File: src/rtl/seq_transmit_if.sv
// seq_transmit_if: request/serial-output bundle for seq_transmit.
// The master side drives start/data/len/stall.
// The slave side (seq_transmit) drives out/out_valid/busy/done.
interface seq_transmit_if #(
   parameter int DATA_W = 8
);
   localparam int LEN_W = $clog2(DATA_W);

   logic              start;
   logic [DATA_W-1:0] data;
   logic [LEN_W-1:0]  len;
   logic              stall;
   logic              out;
   logic              out_valid;
   logic              busy;
   logic              done;

   modport master (
      output start, data, len, stall,
      input  out, out_valid, busy, done
   );

   modport slave (
      input  start, data, len, stall,
      output out, out_valid, busy, done
   );
endinterface

File: src/rtl/seq_transmit.sv
// seq_transmit: MSB-first serialiser for a variable-length payload.
// It sends len+1 bits of data, one bit per unstalled cycle, then pulses done.
// Optional feature: define SEQ_TRANSMIT_PREAMBLE_EN to prepend the sync
// preamble 1,1,0 before the payload.
module seq_transmit #(
   parameter int   DATA_W     = 8,
   parameter logic IDLE_LEVEL = 1'b0
) (
   input logic           clk,
   input logic           reset,
   seq_transmit_if.slave bus
);

   localparam int LEN_W = $clog2(DATA_W);
   localparam logic [LEN_W-1:0] MAX_IDX = LEN_W'(DATA_W - 1);

`ifdef SEQ_TRANSMIT_PREAMBLE_EN
   typedef enum logic [1:0] {IDLE, PRE, SHIFT, DONE} state_t;
`else
   typedef enum logic [1:0] {IDLE, SHIFT, DONE} state_t;
`endif

   state_t            state, state_next;
   logic [DATA_W-1:0] shreg;    // next bit to send is always at the MSB
   logic [LEN_W-1:0]  bit_cnt;  // bits still to send after the current one
`ifdef SEQ_TRANSMIT_PREAMBLE_EN
   logic [1:0]        pre_cnt;  // preamble position 0..2
`endif

   logic out_bit;
   logic out_vld;
   logic busy_w;
   logic done_w;

   // State register; synchronous reset wins over everything, so a start in the reset cycle is dropped.
   always_ff @(posedge clk) begin
      // NOTE: all sequential state uses non-blocking assignments so every flop samples pre-edge values.
      if (reset) state <= IDLE;
      else       state <= state_next;
   end

   // Datapath: capture on accepted start, advance one bit per unstalled cycle, hold while stalled.
   always_ff @(posedge clk) begin
      if (reset) begin
         shreg   <= '0;
         bit_cnt <= '0;
`ifdef SEQ_TRANSMIT_PREAMBLE_EN
         pre_cnt <= '0;
`endif
      end else begin
         case (state)
            IDLE: begin
               if (bus.start) begin
                  // Left-align so bit 'len' lands at the MSB; higher bits are shifted out and never sent.
                  shreg   <= bus.data << (MAX_IDX - bus.len);
                  bit_cnt <= bus.len;
`ifdef SEQ_TRANSMIT_PREAMBLE_EN
                  pre_cnt <= '0;
`endif
               end
            end
`ifdef SEQ_TRANSMIT_PREAMBLE_EN
            PRE: begin
               if (!bus.stall) pre_cnt <= pre_cnt + 2'd1;
            end
`endif
            SHIFT: begin
               if (!bus.stall && bit_cnt != '0) begin
                  shreg   <= shreg << 1;
                  bit_cnt <= bit_cnt - 1'b1;
               end
            end
            default: ;
         endcase
      end
   end

   // Next-state and output decode.
   always_comb begin
      // NOTE: every output gets a default first so no path through the case infers a latch.
      state_next = state;
      out_bit    = IDLE_LEVEL;
      out_vld    = 1'b0;
      busy_w     = 1'b0;
      done_w     = 1'b0;
      case (state)
         IDLE: begin
            if (bus.start) begin
`ifdef SEQ_TRANSMIT_PREAMBLE_EN
               state_next = PRE;
`else
               state_next = SHIFT;
`endif
            end
         end
`ifdef SEQ_TRANSMIT_PREAMBLE_EN
         PRE: begin
            busy_w  = 1'b1;
            out_bit = (pre_cnt != 2'd2);   // sync pattern 1,1,0
            out_vld = !bus.stall;
            if (!bus.stall && pre_cnt == 2'd2) state_next = SHIFT;
         end
`endif
         SHIFT: begin
            busy_w  = 1'b1;
            out_bit = shreg[DATA_W-1];
            out_vld = !bus.stall;
            if (!bus.stall && bit_cnt == '0) state_next = DONE;
         end
         DONE: begin
            done_w     = 1'b1;
            state_next = IDLE;
         end
         default: state_next = IDLE;
      endcase
   end

   assign bus.out       = out_bit;
   assign bus.out_valid = out_vld;
   assign bus.busy      = busy_w;
   assign bus.done      = done_w;

endmodule

File: src/flat_wrapper.sv
// flat-port wrapper written by rule: the top's interface ports become plain ports
module seq_transmit_flat 
#(
   parameter int   DATA_W     = 8,
   parameter logic IDLE_LEVEL = 1'b0
)
  (clk, reset, bus_start, bus_data, bus_len, bus_stall, bus_out, bus_out_valid, bus_busy, bus_done);
  seq_transmit_if #(.DATA_W(DATA_W)) bus_i ();
  input logic clk;
  input logic reset;
  input wire logic [$bits(bus_i.start)-1:0] bus_start;
  input wire logic [$bits(bus_i.data)-1:0] bus_data;
  input wire logic [$bits(bus_i.len)-1:0] bus_len;
  input wire logic [$bits(bus_i.stall)-1:0] bus_stall;
  output wire logic [$bits(bus_i.out)-1:0] bus_out;
  output wire logic [$bits(bus_i.out_valid)-1:0] bus_out_valid;
  output wire logic [$bits(bus_i.busy)-1:0] bus_busy;
  output wire logic [$bits(bus_i.done)-1:0] bus_done;
  assign bus_i.start = bus_start;
  assign bus_i.data = bus_data;
  assign bus_i.len = bus_len;
  assign bus_i.stall = bus_stall;
  assign bus_out = bus_i.out;
  assign bus_out_valid = bus_i.out_valid;
  assign bus_busy = bus_i.busy;
  assign bus_done = bus_i.done;
  seq_transmit #(.DATA_W(DATA_W), .IDLE_LEVEL(IDLE_LEVEL)) u_core (.clk(clk), .reset(reset), .bus(bus_i));
endmodule
File: config.mk
export PLATFORM = sky130hd
export DESIGN_NAME = seq_transmit_flat
export DESIGN_NICKNAME = d
export VERILOG_FILES = /design/src/rtl/seq_transmit_if.sv /design/src/rtl/seq_transmit.sv /design/src/flat_wrapper.sv
export SDC_FILE = /design/constraint.sdc
export NUM_CORES = 1
export LEC_CHECK = 0
export CORE_UTILIZATION = 30
export CTS_BUF_LIST = sky130_fd_sc_hd__clkbuf_16
export CTS_CLUSTER_SIZE = 40
export DETAILED_ROUTE_END_ITERATION = 10
export PLACE_DENSITY_LB_ADDON = 0.3
export REMOVE_ABC_BUFFERS = 1
export SYNTH_ARGS = -nofsm -noshare
export SYNTH_HDL_FRONTEND = slang
export SYNTH_SLANG_ARGS = --single-unit
File: constraint.sdc
create_clock -name clk -period 2.1 [get_ports clk]
set_input_delay 0.42 -clock clk [delete_from_list [all_inputs] [get_ports clk]]
set_output_delay 0.42 -clock clk [all_outputs]
set_load 0.02 [all_outputs]
Word level (Yosys, flattened, before mapping)
Index checks and enable logic that the tools add are counted.
Cells by class
  mux-type cells: 13
  reduce and logical (&&, ||, !) cells: 9
  equality and inequality tests: 5
  $add $sub $neg: 2
  shift-type cells: 1
Operator list (number)
  2-to-1 mux 8 bit: 2
  one-hot mux 8 bit (2 select lines): 1
  left shift 8 x 3 -> 8 bit: 1
  2-to-1 mux 3 bit: 2
  one-hot mux 3 bit (2 select lines): 1
  2-to-1 mux 1 bit: 4
  2-to-1 mux 2 bit: 2
  inequality test 2 x 1 -> 1 bit (second input constant): 2
  one-hot mux 2 bit (2 select lines): 1
  logical NOT 3 bit: 1
  AND reduction 3 bit: 1
  nonzero test 3 bit: 1
  subtractor 3 x 1 -> 3 bit (second input constant): 1
  subtractor 3 bit (first input constant): 1
  == test 2 x 1 -> 1 bit (second input constant): 1
  == test 2 bit (second input constant): 1
  logical AND 1 bit: 2
  logical NOT 2 bit: 1
  inequality test 2 bit (second input constant): 1
  AND reduction 2 bit: 1
  nonzero test 2 bit: 1
  logical NOT 1 bit: 1
Storage, ports and cells
  register bits: 13
  input bits: 15
  logic and storage cells: 33
  output and inout port bits: 4

Depth between registers and ports, before layout
  word-level depth: 4
  mapped depth: 6
  mapped depth without buffers: 6

Worst setup path after synthesis
No wires, ideal clock.
  path kind: register to register
  start: register u_core.bit_cnt[0]
  end: register u_core.shreg[0]
  setup slack: 493 ps
  clock period less this slack: 1607 ps
  data arrival time: 1537 ps
  library setup time: 70 ps
  stages on the path, launching flop included: 7
  buffers on the path: 0
  data required time: 2030 ps
  cells stage by stage: dfxtp_1 inv_1 ha_1 nor2b_1 o22a_4 or4_1 a21oi_1
On the way
  word-level cells in the longest chain between the ends: 4
Ends and longest elaborated chain
  start: declaration: line seq_transmit.sv:25  | logic [LEN_W-1:0] bit_cnt;
  start signal: assignment: line seq_transmit.sv:56  | bit_cnt <= bus.len;
  start signal: assignment: line seq_transmit.sv:70  | bit_cnt <= bit_cnt - 1'b1;
  nonzero test 3 bit: line seq_transmit.sv:68  | if (!bus.stall && bit_cnt != '0) begin
  logical AND 1 bit: line seq_transmit.sv:68
  inequality test 2 x 1 -> 1 bit (no source line)
  AND reduction 3 bit (no source line)
  end signal: assignment: line seq_transmit.sv:55  | shreg <= bus.data << (MAX_IDX - bus.len);
  end signal: assignment: line seq_transmit.sv:69  | shreg <= shreg << 1;
  end: declaration: line seq_transmit.sv:24  | logic [DATA_W-1:0] shreg;
No other way between the ends.
A chain may end at the register's enable or synchronous reset.

Worst setup path after layout
  start: register u_core.state[1]
  end: output port bus_out_valid
On the way
  word-level cells in the longest chain between the ends: 2
Ends and longest elaborated chain
  start: declaration: line seq_transmit.sv:23  | state_t state, state_next;
  start signal: assignment: line seq_transmit.sv:39  | else state <= state_next;
  == test 2 x 1 -> 1 bit: line seq_transmit.sv:86  | case (state)
  2-to-1 mux 1 bit: line seq_transmit.sv:86
  end: declaration: line flat_wrapper.sv:16  | output wire logic [$bits(bus_i.out_valid)-1:0] bus_out_valid;
No other way between the ends.

==> run_results.csv <==
group,metric,value,unit
outcome,status,"finished, violations left",
outcome,violations,"DRC",
die,core-area,2830,sq um
global_routing,grt_max_degree,13,
layout,final_nets,156,
synth,synth_ff_type,"dfxtp_1",
clocking,cts_max_level,1,
worst_setup_path,crit_chain,"nand2b_1 > buf_4 > nor2_1 > clkdlybuf4s50_1",
die,die_h,57.5,um
placed_design,dpl.hpwl,1820,um
routing,drt.antenna.violating_nets,0,
placed_design,port_buffers,18,
synth,synthXorXnorAreaFrac,0,
worst_setup_path,worstPathRequired,1680,ps
layout,fillers,286,
worst_setup_path,critPathTopFamily,"buffers and inverters",
synth,synth_cell_types,41,
synth,yosysSeqAreaShare,0.281,
pwr,leakage,0.531,nW
synth,synth_compound_gate_area_share,0.280,
timing,rsz0062_at_grt,"no",
global_routing,grt_pass1_vias,900,
clocking,clk_path_buf_depth,2,
synth,ys_warn_count,0,
synth,yosysMostFrequentCell,"dfxtp_1",
pwr,p_switching,242,uW
clocking,root_buffer,"clkbuf_16",
worst_setup_path,crit_buf_inv,2,
pwr,p_seq_frac,0.318,
timing,setup_viol,0,
layout,area_delta_synth_final,39.4,%
timing,final_max_slew_viol_count,0,
pwr,p_per_area,691,nW/um^2
synth,synth_mux_area_frac,0.116,
timing,timing.hold.ws,476,ps
synth,syn_area_per_cell,8.48,sq um
synth,synth-edff-count,0,
worst_hold_path,min_path_type,"flop to flop",
routing,detail_route.iter0.violations,33,
synth,synthAdderAreaFrac,0.0271,
die,die_area,3310,sq um
routing,wire_per_inst,14.5,um
global_routing,grt_usage,0.159,
pwr,combPwrFrac,0.283,
synth,syn_inst,109,
synth,ys_seq_elements,13,
global_routing,grt_overflow,0,
worst_setup_path,critPathSlowestCell,"clkdlybuf4s50_1",
timing,fin_skew,2.93,ps
worst_setup_path,critical_path_arrival,1600,ps
clocking,holdBufCountCts,0,
die,die_x,57.5,um
die,io_pins,19,
synth,async_flop_share,0,
routing,first_pass_iters,7,
placed_design,dpl.cell_count,165,
timing,final_hold_viol_count,0,
clocking,insertion_delay,240,ps
timing,fin_crit_sh,0.960,
run,max-cap-violations,0,
pwr,clockPowerShare,0.399,
routing,drt_wl_total,2450,um
routing,via_count,941,
synth,synth.largest_area_cell,"dfxtp_1",
die,start_util,0.327,
pwr,internal_power,648,uW
worst_setup_path,crit_fanout,11,
worst_setup_path,start_kind,"flop",
timing,setup_tns,0,ps
layout,num_antenna_cells,0,
synth,synthTopCellsByCount,"13 x dfxtp_1, 10 x a21oi_1, 7 x inv_1, 7 x nand2_1, 7 x nor2_1",
pwr,vdd_drop_max,350,uV
clocking,cts_buffers,3,
clocking,cts_tree,"built",
clocking,clk_pin_slew,50,ps
layout,layout-drive-gt1-share,0.167,
routing,vias_per_cell,5.57,
global_routing,grt_pass1_wl,4060,um
synth,netlist_area,925,sq um
layout,final_cells,169,
worst_setup_path,endpoint_kind,"primary output",
clocking,cts.sinks,13,
placed_design,placed_area,1200,sq um
placed_design,place.gp.congestion,0.826,
routing,drc,2,
timing,max_freq,496,MHz
worst_setup_path,path_class,"flop to primary output",
worst_setup_path,max_stage_delay,600,ps
pwr,sw_frac_of_total,0.272,
timing,period_needed,2020,ps
timing,worst_pin_slew,490,ps
timing,slew_headroom,0.672,
layout,final_area,1290,sq um
synth,synth_top_area_frac,0.281,
synth,synthTopCellsByArea,"dfxtp_1 28%, a21oi_1 5.4%, mux4_2 4.9%, mux2i_1 4.3%, inv_1 2.8%",
die,rows,19,
synth,synth_top_family_by_area,"compound AO/OA/AOI/OAI gates",
global_routing,grt_antenna_before_repair,0,
synth,yosys.area_share.simple,0.215,
layout,fin_util,0.456,
==> worst register-to-register path, delay by kind of cell, from the launching register on <==
family                   cells  cell delay (ps)
AO/OA/AOI/OAI                2              400
adder cells (fa/ha/maj)      1              210
buffers and inverters        1               70
flip-flops                   1              300
AND/OR/NAND/NOR              2              660
==> repair_timing <==
item	CTS	global route
buffers inserted	0	0
setup endpoints to repair	0	2
resized for setup	0	2
==> placed cells by master, fill, tap and decap left out, types with 4 or more instances in the layout <==
cell type and count:
nor2_1 7, dfxtp_1 13, mux2i_1 4, nand2_1 7
o21ai_0 5, a21oi_1 10, buf_4 14, clkdlybuf4s50_1 16
inv_1 8
==> per-stage QoR <==
stage,setup slack (ps),power [mW]
final,84.4,0.890
after global routing,10.1,0.931
after CTS,32.1,0.894
after detailed placement,-9.02,0.536
after global placement,0.734,0.532
after floorplan,188,0.423
==> state kept, by name, summed over array words and instances (netlist names) <==
register / cells
u_core.shreg: 8
u_core.bit_cnt: 3
u_core.state: 2
==> per-layer routing <==
metal,vias up,global-route usage,wire [um]
li1,472,-,-
met1,460,0.218,1230
met2,9,0.251,1150
met3,0,0.0476,65
met4,0,0.0209,0
met5,-,0,0
==> cell type report <==
cell class,count,area (sq um),area share
Timing Repair Buffer,32,290,0.225
Clock buffer,3,75.1,0.0583
Clock inverter,1,3.75,0.00291
Multi-Input combinational cell,81,591,0.458
Inverter,8,30.0,0.0233
Sequential cell,13,260,0.202
Tap cell,31,38.8,0.0301
==> worst paths after layout <==
| path | cells after the start | from | end | slack (ps) |
|---|---|---|---|---|
| setup / recovery | 4 | u_core.state[1] | bus_out_valid | 80 |
| setup reg to reg | 6 | u_core.bit_cnt[0] | u_core.shreg[0] | 390 |
| hold reg to reg | 2 | u_core.bit_cnt[1] | u_core.bit_cnt[1] | 480 |
| hold / removal | 2 | u_core.bit_cnt[1] | u_core.bit_cnt[1] | 480 |
==> kinds of logic (layout without fill, tap and decap cells) <==
logic type      count (synthesis)  count (layout)
flops                          13              13
fa+ha+maj                       2               2
mux                             8               8
buf+inv                        15              44
compound gates                 36              36
simple gates                   35              35
==> power by group through the flow <==
stage | Sequential (mW) | Combinational [mW] | Clock (mW)
2_1_floorplan | 0.289 | 0.133 | 0
3_3_place_gp | 0.287 | 0.245 | 0
3_5_place_dp | 0.287 | 0.249 | 0
4_1_cts | 0.282 | 0.251 | 0.360
5_1_grt | 0.285 | 0.274 | 0.373
6_report | 0.283 | 0.252 | 0.355
Note: power is estimated with default switching activity, not from simulation.
